`src/rtl/alu_cla_sched_pkg.sv`:
```
// Shared state encoding, default widths and pointer helper for the ALU scheduler.
// Pure declarations: no latency, no flow control.
package alu_cla_sched_pkg;

  localparam int DEF_NUM_REQ = 4;
  localparam int DEF_DATA_W  = 32;
  localparam int DEF_OP_W    = 4;

  typedef enum logic [1:0] {
    IDLE = 2'd0,
    EXEC = 2'd1,
    RESP = 2'd2
  } state_e;

  function automatic int next_idx(input int idx, input int n);
    return (idx + 1 >= n) ? 0 : idx + 1;
  endfunction

endpackage

```
`src/rtl/alu_cla_sched_if.sv`:
```
// Request, response and ALU-side bundle for the scheduler; master = clients/ALU side, slave = scheduler.
// Wires only: valid/ready on requests and responses, ALU side is plain combinational.
interface alu_cla_sched_if
  import alu_cla_sched_pkg::*;
#(
  parameter int NUM_REQ = DEF_NUM_REQ,
  parameter int DATA_W  = DEF_DATA_W,
  parameter int OP_W    = DEF_OP_W,
  parameter int ID_W    = $clog2(NUM_REQ)
);

  logic [NUM_REQ-1:0]        req_valid;
  logic [NUM_REQ-1:0]        req_ready;
  logic [NUM_REQ*DATA_W-1:0] req_operand1;
  logic [NUM_REQ*DATA_W-1:0] req_operand2;
  logic [NUM_REQ*OP_W-1:0]   req_opcode;

  logic                      rsp_valid;
  logic                      rsp_ready;
  logic [ID_W-1:0]           rsp_id;
  logic [DATA_W-1:0]         rsp_result;
  logic                      rsp_carry_out;
  logic [2*DATA_W-1:0]       rsp_product;

  logic [DATA_W-1:0]         alu_operand1;
  logic [DATA_W-1:0]         alu_operand2;
  logic [OP_W-1:0]           alu_opcode;
  logic [DATA_W-1:0]         alu_result;
  logic                      alu_carry_out;
  logic [2*DATA_W-1:0]       alu_product;

  modport master (
    output req_valid, req_operand1, req_operand2, req_opcode, rsp_ready,
           alu_result, alu_carry_out, alu_product,
    input  req_ready, rsp_valid, rsp_id, rsp_result, rsp_carry_out, rsp_product,
           alu_operand1, alu_operand2, alu_opcode
  );

  modport slave (
    input  req_valid, req_operand1, req_operand2, req_opcode, rsp_ready,
           alu_result, alu_carry_out, alu_product,
    output req_ready, rsp_valid, rsp_id, rsp_result, rsp_carry_out, rsp_product,
           alu_operand1, alu_operand2, alu_opcode
  );

endinterface

```
`src/rtl/alu_cla_sched_rr_arbiter.sv`:
```
// Combinational round-robin picker: first set req bit at or above ptr, wrapping; zero grant when disabled.
// No latency; no backpressure of its own.
module alu_cla_sched_rr_arbiter
  import alu_cla_sched_pkg::*;
#(
  parameter int NUM_REQ = DEF_NUM_REQ,
  parameter int ID_W    = $clog2(NUM_REQ)
) (
  input  logic [NUM_REQ-1:0] req,
  input  logic [ID_W-1:0]    ptr,
  input  logic               enable,
  output logic [NUM_REQ-1:0] grant,
  output logic [ID_W-1:0]    grant_idx
);

  int   idx;
  logic found;

  always_comb begin
    grant     = '0;
    grant_idx = '0;
    found     = 1'b0;
    idx       = 0;
    for (int k = 0; k < NUM_REQ; k++) begin
      idx = int'(ptr) + k;
      if (idx >= NUM_REQ) idx = idx - NUM_REQ;
      if (enable && !found && req[idx]) begin
        found     = 1'b1;
        grant[idx] = 1'b1;
        grant_idx = ID_W'(idx);
      end
    end
  end

endmodule

```
`src/rtl/alu_cla_sched.sv`:
```
// Round-robin scheduler sharing one ALU among NUM_REQ requesters; grant edge to rsp_valid is 2 cycles.
// Response is held in RESP until rsp_ready; no request is granted outside IDLE.
module alu_cla_sched
  import alu_cla_sched_pkg::*;
#(
  parameter int NUM_REQ = DEF_NUM_REQ,
  parameter int DATA_W  = DEF_DATA_W,
  parameter int OP_W    = DEF_OP_W,
  parameter int ID_W    = $clog2(NUM_REQ)
) (
  input  logic             clk,
  input  logic             rst_n,
  alu_cla_sched_if.slave   bus,
  output logic             busy
);

  typedef struct packed {
    logic [DATA_W-1:0]   result;
    logic                carry_out;
    logic [2*DATA_W-1:0] product;
  } rsp_t;

  state_e              state_q, state_d;
  logic [ID_W-1:0]     ptr_q;
  logic [ID_W-1:0]     id_q;
  logic [NUM_REQ-1:0]  grant;
  logic [ID_W-1:0]     grant_idx;
  logic                arb_en;
  logic                req_fire;
  logic                rsp_fire;
  logic                rsp_valid_q;
  rsp_t                rsp_q;
  logic [DATA_W-1:0]   alu_op1_q;
  logic [DATA_W-1:0]   alu_op2_q;
  logic [OP_W-1:0]     alu_opc_q;

  // Gating with rst_n keeps req_ready low for the whole reset cycle.
  assign arb_en = rst_n && (state_q == IDLE);

  alu_cla_sched_rr_arbiter #(
    .NUM_REQ (NUM_REQ),
    .ID_W    (ID_W)
  ) u_rr_arbiter (
    .req       (bus.req_valid),
    .ptr       (ptr_q),
    .enable    (arb_en),
    .grant     (grant),
    .grant_idx (grant_idx)
  );

  assign req_fire = |grant;
  assign rsp_fire = rsp_valid_q && bus.rsp_ready;

  always_comb begin
    state_d = state_q;
    case (state_q)
      IDLE:    if (req_fire) state_d = EXEC;
      EXEC:    state_d = RESP;
      RESP:    if (rsp_fire) state_d = IDLE;
      default: state_d = IDLE;
    endcase
  end

  always_ff @(posedge clk) begin
    if (!rst_n) begin
      state_q     <= IDLE;
      ptr_q       <= '0;
      id_q        <= '0;
      alu_op1_q   <= '0;
      alu_op2_q   <= '0;
      alu_opc_q   <= '0;
      rsp_q       <= '0;
      rsp_valid_q <= 1'b0;
    end else begin
      state_q <= state_d;
      if (state_q == IDLE && req_fire) begin
        alu_op1_q <= bus.req_operand1[int'(grant_idx)*DATA_W +: DATA_W];
        alu_op2_q <= bus.req_operand2[int'(grant_idx)*DATA_W +: DATA_W];
        alu_opc_q <= bus.req_opcode[int'(grant_idx)*OP_W +: OP_W];
        id_q      <= grant_idx;
      end
      if (state_q == EXEC) begin
        rsp_q       <= '{result: bus.alu_result, carry_out: bus.alu_carry_out,
                         product: bus.alu_product};
        rsp_valid_q <= 1'b1;
      end
      // Pointer moves past the served requester only once its response has left.
      if (state_q == RESP && rsp_fire) begin
        rsp_valid_q <= 1'b0;
        ptr_q       <= ID_W'(next_idx(int'(id_q), NUM_REQ));
      end
    end
  end

  assign bus.req_ready     = grant;
  assign bus.rsp_valid     = rsp_valid_q;
  assign bus.rsp_id        = id_q;
  assign bus.rsp_result    = rsp_q.result;
  assign bus.rsp_carry_out = rsp_q.carry_out;
  assign bus.rsp_product   = rsp_q.product;
  assign bus.alu_operand1  = alu_op1_q;
  assign bus.alu_operand2  = alu_op2_q;
  assign bus.alu_opcode    = alu_opc_q;
  assign busy              = (state_q != IDLE);

endmodule

```
`src/flat_wrapper.sv`:
```
// flat-port wrapper written by rule: the top's interface ports become plain ports
module alu_cla_sched_flat import alu_cla_sched_pkg::*;
#(
  parameter int NUM_REQ = DEF_NUM_REQ,
  parameter int DATA_W  = DEF_DATA_W,
  parameter int OP_W    = DEF_OP_W,
  parameter int ID_W    = $clog2(NUM_REQ)
)
  (clk, rst_n, busy, bus_req_valid, bus_req_operand1, bus_req_operand2, bus_req_opcode, bus_rsp_ready, bus_alu_result, bus_alu_carry_out, bus_alu_product, bus_req_ready, bus_rsp_valid, bus_rsp_id, bus_rsp_result, bus_rsp_carry_out, bus_rsp_product, bus_alu_operand1, bus_alu_operand2, bus_alu_opcode);
  alu_cla_sched_if #(.NUM_REQ(NUM_REQ), .DATA_W(DATA_W), .OP_W(OP_W), .ID_W(ID_W)) bus_i ();
  input  logic clk;
  input  logic rst_n;
  output logic busy;
  input wire logic [$bits(bus_i.req_valid)-1:0] bus_req_valid;
  input wire logic [$bits(bus_i.req_operand1)-1:0] bus_req_operand1;
  input wire logic [$bits(bus_i.req_operand2)-1:0] bus_req_operand2;
  input wire logic [$bits(bus_i.req_opcode)-1:0] bus_req_opcode;
  input wire logic [$bits(bus_i.rsp_ready)-1:0] bus_rsp_ready;
  input wire logic [$bits(bus_i.alu_result)-1:0] bus_alu_result;
  input wire logic [$bits(bus_i.alu_carry_out)-1:0] bus_alu_carry_out;
  input wire logic [$bits(bus_i.alu_product)-1:0] bus_alu_product;
  output wire logic [$bits(bus_i.req_ready)-1:0] bus_req_ready;
  output wire logic [$bits(bus_i.rsp_valid)-1:0] bus_rsp_valid;
  output wire logic [$bits(bus_i.rsp_id)-1:0] bus_rsp_id;
  output wire logic [$bits(bus_i.rsp_result)-1:0] bus_rsp_result;
  output wire logic [$bits(bus_i.rsp_carry_out)-1:0] bus_rsp_carry_out;
  output wire logic [$bits(bus_i.rsp_product)-1:0] bus_rsp_product;
  output wire logic [$bits(bus_i.alu_operand1)-1:0] bus_alu_operand1;
  output wire logic [$bits(bus_i.alu_operand2)-1:0] bus_alu_operand2;
  output wire logic [$bits(bus_i.alu_opcode)-1:0] bus_alu_opcode;
  assign bus_i.req_valid = bus_req_valid;
  assign bus_i.req_operand1 = bus_req_operand1;
  assign bus_i.req_operand2 = bus_req_operand2;
  assign bus_i.req_opcode = bus_req_opcode;
  assign bus_i.rsp_ready = bus_rsp_ready;
  assign bus_i.alu_result = bus_alu_result;
  assign bus_i.alu_carry_out = bus_alu_carry_out;
  assign bus_i.alu_product = bus_alu_product;
  assign bus_req_ready = bus_i.req_ready;
  assign bus_rsp_valid = bus_i.rsp_valid;
  assign bus_rsp_id = bus_i.rsp_id;
  assign bus_rsp_result = bus_i.rsp_result;
  assign bus_rsp_carry_out = bus_i.rsp_carry_out;
  assign bus_rsp_product = bus_i.rsp_product;
  assign bus_alu_operand1 = bus_i.alu_operand1;
  assign bus_alu_operand2 = bus_i.alu_operand2;
  assign bus_alu_opcode = bus_i.alu_opcode;
  alu_cla_sched #(.NUM_REQ(NUM_REQ), .DATA_W(DATA_W), .OP_W(OP_W), .ID_W(ID_W)) u_core (.clk(clk), .rst_n(rst_n), .bus(bus_i), .busy(busy));
endmodule
```
`config.mk`:
```
export PLATFORM = sky130hd
export DESIGN_NAME = alu_cla_sched_flat
export DESIGN_NICKNAME = d
export VERILOG_FILES = /design/src/rtl/alu_cla_sched_pkg.sv /design/src/rtl/alu_cla_sched_if.sv /design/src/rtl/alu_cla_sched_rr_arbiter.sv /design/src/rtl/alu_cla_sched.sv /design/src/flat_wrapper.sv
export SDC_FILE = /design/constraint.sdc
export NUM_CORES = 1
export LEC_CHECK = 0
export CAP_MARGIN = 20
export CORE_AREA = 2 2 211 213
export DETAILED_ROUTE_END_ITERATION = 8
export DIE_AREA = 0 0 213 215
export DONT_BUFFER_PORTS = 1
export SYNTH_ARGS = -nofsm -noshare
export SYNTH_HDL_FRONTEND = slang
export SYNTH_SLANG_ARGS = --single-unit
```
`constraint.sdc`:
```
create_clock -name clk -period 7.5 [get_ports clk]
set_input_delay 0.375 -clock clk [delete_from_list [all_inputs] [get_ports clk]]
set_output_delay 0.375 -clock clk [all_outputs]
set_load 0.01 [all_outputs]
```
* Word-level counts from Yosys, hierarchy flattened *
Index checks and enable logic that the tools add are counted.

operators by class
  $add $sub $neg = 8
  $lt $le $gt $ge = 13
  eq/ne operators = 4
  shift operators = 3
  muxes and demuxes = 39
  bitwise gates (word level) = 4
  reductions and logical operators = 23

operators with widths
  kind                 number
  $shiftx 128x8->32    2
  $ge 32x1->1 const B  4
  $lt 32x4->1 const B  4
  $mux 32              4
  $mux 4               4
  $shiftx 16x5->4      1
  $logic_and 1x1->1    15
  $mux 1               15
  $mux 2               7
  $ge 3x3->1 const B   4
  $or 4x4->4           3
  $sub 3x3->4 const B  3
  $bmux 1 s2           4
  $demux 1 s2          4
  $add 2x1->3 const B  2
  $add 2x2->3 const B  2
  $pmux 2 s3           1
  $ne 2x1->1 const B   2
  $reduce_or 4->1      1
  $sub 2x3->4 const B  1
  $ge 2x3->1 const B   1
  $logic_not 1->1      3
  $eq 2x1->1 const B   1
  $eq 2x2->1 const B   1
  5 further kinds      5

storage, ports and cells
  flip-flop bits (word level) = 172
  input bits = 376
  output and inout port bits = 173
  logic and storage cells = 104

* Depth between registers and ports, before layout *
  depth in word-level cells = 22
  mapped depth = 14
  gate-level depth less buffers = 9

* By module *
A second synthesis with hierarchy kept.

unflattened totals
  cell total of the unflattened synthesis = 835
  area, all modules = 8092.8 um^2

by module, submodules not included
  module                    instances  cells each  area each (um^2)  sequential area each (um^2)
  alu_cla_sched             1          766         7559.8            3443.3
  alu_cla_sched_rr_arbiter  1          69          533.0             0.0

* Worst setup path after synthesis *
No wires, ideal clock.

  path type = flip-flop to flip-flop
  from = reg u_core.ptr_q[0]
  to = reg u_core.alu_opc_q[0], in the netlist u_core.bus.alu_opcode[0]
  library setup time = 116 ps
  arrival time = 2937 ps
  required time = 7384 ps
  path slack = 4447 ps
  stages on the path, launching flop included = 15
  path buffers = 5
  clock period less this slack = 3053 ps
  cell sequence = dfxtp_1 buf_6 inv_1 ha_1 clkbuf_1 mux2_2 o21ai_0 nand3_1 a41oi_2 and2_1 buf_4 buf_6 buf_12 nand3_2 a31o_1

between the ends
  longest elaborated chain between the ends = 21
  elaborated cells between the ends (all ways) = 74
  those cells by class = 7 x add/sub; 12 x order compare; 1 x shift; 35 x mux; 3 x bitwise; 16 x reduce/logical

ends and longest elaborated chain
  item                                                  RTL line             text
  start, declared                                       alu_cla_sched.sv:24  logic [ID_W-1:0] ptr_q;
  start signal, assigned                                alu_cla_sched.sv:90  ptr_q <= ID_W'(next_idx(int'(id_q), NUM_REQ));
  branches (longest 21 deep; another with $ge 32x1->1)  --
  end signal, assigned                                  alu_cla_sched.sv:79  alu_opc_q <= bus.req_opcode[int'(grant_idx)*OP_W +: OP_W];
  end, declared                                         alu_cla_sched.sv:35  logic [OP_W-1:0] alu_opc_q;

Parallel ways; which one is timed is not known. The select of a mux whose other input is x is not followed.
A chain may end at the register's enable or synchronous reset.

* Worst setup path after layout *
  from = reg u_core.ptr_q[0]
  to = reg u_core.alu_op2_q[9], in the netlist u_core.bus.alu_operand2[9]

between the ends
  longest elaborated chain between the ends = 21
  elaborated cells between the ends (all ways) = 74
  those cells by class = 7 x add/sub; 12 x order compare; 1 x shift; 35 x mux; 3 x bitwise; 16 x reduce/logical

ends and longest elaborated chain
  item                                                  RTL line             text
  branches (longest 21 deep; another with $ge 32x1->1)  --
  end signal, assigned                                  alu_cla_sched.sv:78  alu_op2_q <= bus.req_operand2[int'(grant_idx)*DATA_W +: DATA_W];
  end, declared                                         alu_cla_sched.sv:34  logic [DATA_W-1:0] alu_op2_q;

Parallel ways; which one is timed is not known. The select of a mux whose other input is x is not followed.

==> results.sh <==
export IMPL_synth_async_reset_ratio_pct=0
export IMPL_fin_crit_sh_pct=56.8
export IMPL_cp_max_fo=67
export IMPL_rsz0062_at_grt="false"
export IMPL_worst_pin_slew_ns=1.01
export IMPL_drt_wl_total_mm=33.3
export IMPL_die_area_mm2=0.0458
export IMPL_drtIter0Drc=522
export IMPL_fmax_ghz=0.235
export IMPL_tritoncts="yes"
export IMPL_startpoint_type="register"
export IMPL_ir_drop_v=0.000128
export IMPL_netlist_area_mm2=0.00902
export IMPL_slowest_stage="dfxtp_1"
export IMPL_cts_hold_buf=11
export IMPL_crit_chain="inv_1 > ha_1 > inv_1 > o31a_1 > a32o_1 > nand2_4 > buf_4 > nand2_1 > nand3_1 > a31o_1"
export IMPL_clk_insertion_delay_late_ns=0.47
export IMPL_ant_nets=0
export IMPL_antenna_found_initial=11
export IMPL_die_h_um=215
export IMPL_max_stage_delay_ns=0.72
export IMPL_cts_resized=0
export IMPL_ys_top_cells_by_area="dfxtp_1 (38%), nand2_1 (22%), a21boi_0 (8.1%)"
export IMPL_netlist_top_cells_count="nand2_1 (524), dfxtp_1 (172), nand3_1 (127)"
export IMPL_die_w_um=213
export IMPL_synth_top_cell_area_share_pct=38.2
export IMPL_coreArea_mm2=0.0436
export IMPL_num_rows=77
export IMPL_cts_sinks=172
export IMPL_synth_most_common_cell="nand2_1"
export IMPL_netlist_instances=1273
export IMPL_yosysWarnings=0
export IMPL_fin_setup_tns_ns=0
export IMPL_fin_worst_skew_ns=0.0108
export IMPL_clk_path_buf_depth=2
export IMPL_fillCellCount=4888
export IMPL_status="completed"
export IMPL_setup_violations=0
export IMPL_cp_required_ns=7.91
export IMPL_slew_violations=0
export IMPL_via_count=8591
export IMPL_viasPerCell=4.72
export IMPL_grt_pass1_vias=8282
export IMPL_fin_nets=1592
export IMPL_avgSynthCellArea_um2=7.09
export IMPL_start_util_pct=20.7
export IMPL_port_buffers=0
export IMPL_cts_clk_slew_worst_paths_ns=0.08
export IMPL_worstSetupPathType="register to register"
export IMPL_crit_path_end_kind="register"
export IMPL_final_min_clock_period_ns=4.26
export IMPL_area_growth_pct=12.0
export IMPL_cp_data_arrival_time_ns=4.67
export IMPL_grt_pass1_wl_mm=47.1
export IMPL_slew_headroom_pct=32.5
export IMPL_synth_cell_types=42
export IMPL_drc=0
export IMPL_drtPass1Iterations=5
export IMPL_synth_seq_cells=172
export IMPL_powerDensity_mw_per_mm2=264
export IMPL_leakage_uw=0.00380
export IMPL_gr_total_overflow=0
export IMPL_grtUsageTotal_pct=13.8
export IMPL_synth_nets=1658
export IMPL_dp_hpwl_mm=25.0
export IMPL_htreeDepth=4
export IMPL_synth_ff_type="dfxtp_1"
export IMPL_postCtsSetupRepairBufs=0
export IMPL_hold_class="input port to register"
export IMPL_yosysSeqAreaShare_pct=38.2
export IMPL_synth_top_area_cell="dfxtp_1"
export IMPL_grt_max_degree=173
export IMPL_num_io_pins=549
export IMPL_post_route_util_pct=23.2
export IMPL_numCtsBuffers=17
export IMPL_drive_gt1_share_pct=6.15
export IMPL_cts_root_buf="clkbuf_16"
export IMPL_gp_congestion=0.907
export IMPL_wire_per_inst_um=18.3
export IMPL_hold_violations=0
export IMPL_cpMostUsedCell="inv_1"
export IMPL_synth_enable_flop_cells=0
export IMPL_maxCapViolations=0
worst max-delay path, delay by kind of cell, from the launching register on:
family | cells | cell delay, ns
AOI/OAI and AO/OA | 3 | 0.81
adders and majority gates | 1 | 0.53
buffers and inverters | 3 | 1.08
DFF | 1 | 0.72
and+or+nand+nor | 3 | 0.96
cell type report:
| class | instances | area, µm² | area share, % |
|---|---|---|---|
| Antenna cell | 7 | 17.5 | 0.173 |
| Clock buffer | 17 | 425 | 4.21 |
| Clock inverter | 15 | 175 | 1.73 |
| Inverter | 12 | 45.0 | 0.445 |
| Multi-Input combinational cell | 984 | 5090 | 50.3 |
| Sequential cell | 172 | 3440 | 34.1 |
| Tap cell | 592 | 741 | 7.33 |
| Timing Repair Buffer | 20 | 178 | 1.76 |
sequential cells by signal (all words and copies together), names as in the netlist:
signal                    count
u_core.bus.rsp_carry_out      1
u_core.bus.alu_operand2      32
u_core.bus.rsp_result        32
u_core.bus.rsp_product       64
u_core.bus.alu_operand1      32
u_core.state_q                2
u_core.ptr_q                  2
u_core.bus.rsp_id             2
u_core.bus.alu_opcode         4
u_core.bus.rsp_valid          1
kinds of logic (layout without fill, tap and decap cells):
kind of cell / Yosys count / count (layout) / synth area share, %
buffers and inverters: 117 / 64 / 5.85
DFF: 172 / 172 / 38.2
and+or+nand+nor: 762 / 762 / 35.2
muxes: 17 / 17 / 2.51
AOI/OAI and AO/OA: 196 / 196 / 17.1
adders and majority gates: 9 / 9 / 1.25
other: 0 / 7 / 0
power by group:
group          total (µW)  switching [µW]  internal [µW]
Sequential           1250             190           1060
Combinational         493             314            179
Clock                 923             447            476
cells in the final DEF, fill, tap and decap left out, types with 6 or more instances in the layout:
cell type,synthesis,routed
a31o_2,7,7
nor2_1,69,68
a31o_1,57,57
mux2i_1,8,8
nand3_1,127,127
diode_2,0,7
nor2b_1,7,6
nand3_2,10,10
ha_1,9,9
buf_4,2,9
nand2_1,524,523
a21boi_0,97,97
dfxtp_1,172,172
clkbuf_16,0,17
a21oi_1,8,8
o21ai_0,6,6
inv_1,12,12
dlygate4sd3_1,0,11
routing by layer:
layer / GRT usage [%] / vias to the layer above / routed length, µm
met5: 0 / - / 49
met4: 8.58 / 8 / 1590
met3: 6.28 / 69 / 3780
met2: 23.9 / 469 / 16200
met1: 13.3 / 3971 / 11700
li1: - / 4074 / -
worst paths after layout:
| check | startpoint | to | slack (ns) | cells after the start |
|---|---|---|---|---|
| worst max-delay path | u_core.ptr_q[0] | u_core.bus.alu_operand2[9] | 3.24 | 10 |
| worst min-delay path | bus_alu_result[23] | u_core.bus.rsp_result[23] | 0.05 | 2 |
| worst max register to register | u_core.ptr_q[0] | u_core.bus.alu_operand2[9] | 3.24 | 10 |
| worst min register to register | u_core.bus.rsp_product[33] | u_core.bus.rsp_product[33] | 0.51 | 2 |
through the flow:
step                      setup WS (ns)  cell area [µm²]  cells  total power (µW)  hold WS [ns]
final                              3.24            10100   1819              2670        0.0463
after global routing               2.92            10100   1819              2820       0.00340
after CTS                          3.20            10100   1812              2710      0.000650
after detailed placement           3.22             9380   1769              1770         0.503
after global placement             3.46             9380   1769              1740         0.498
after floorplan                    4.45             9020   1273              1630         0.488
Power figures use the tool's default switching activity.
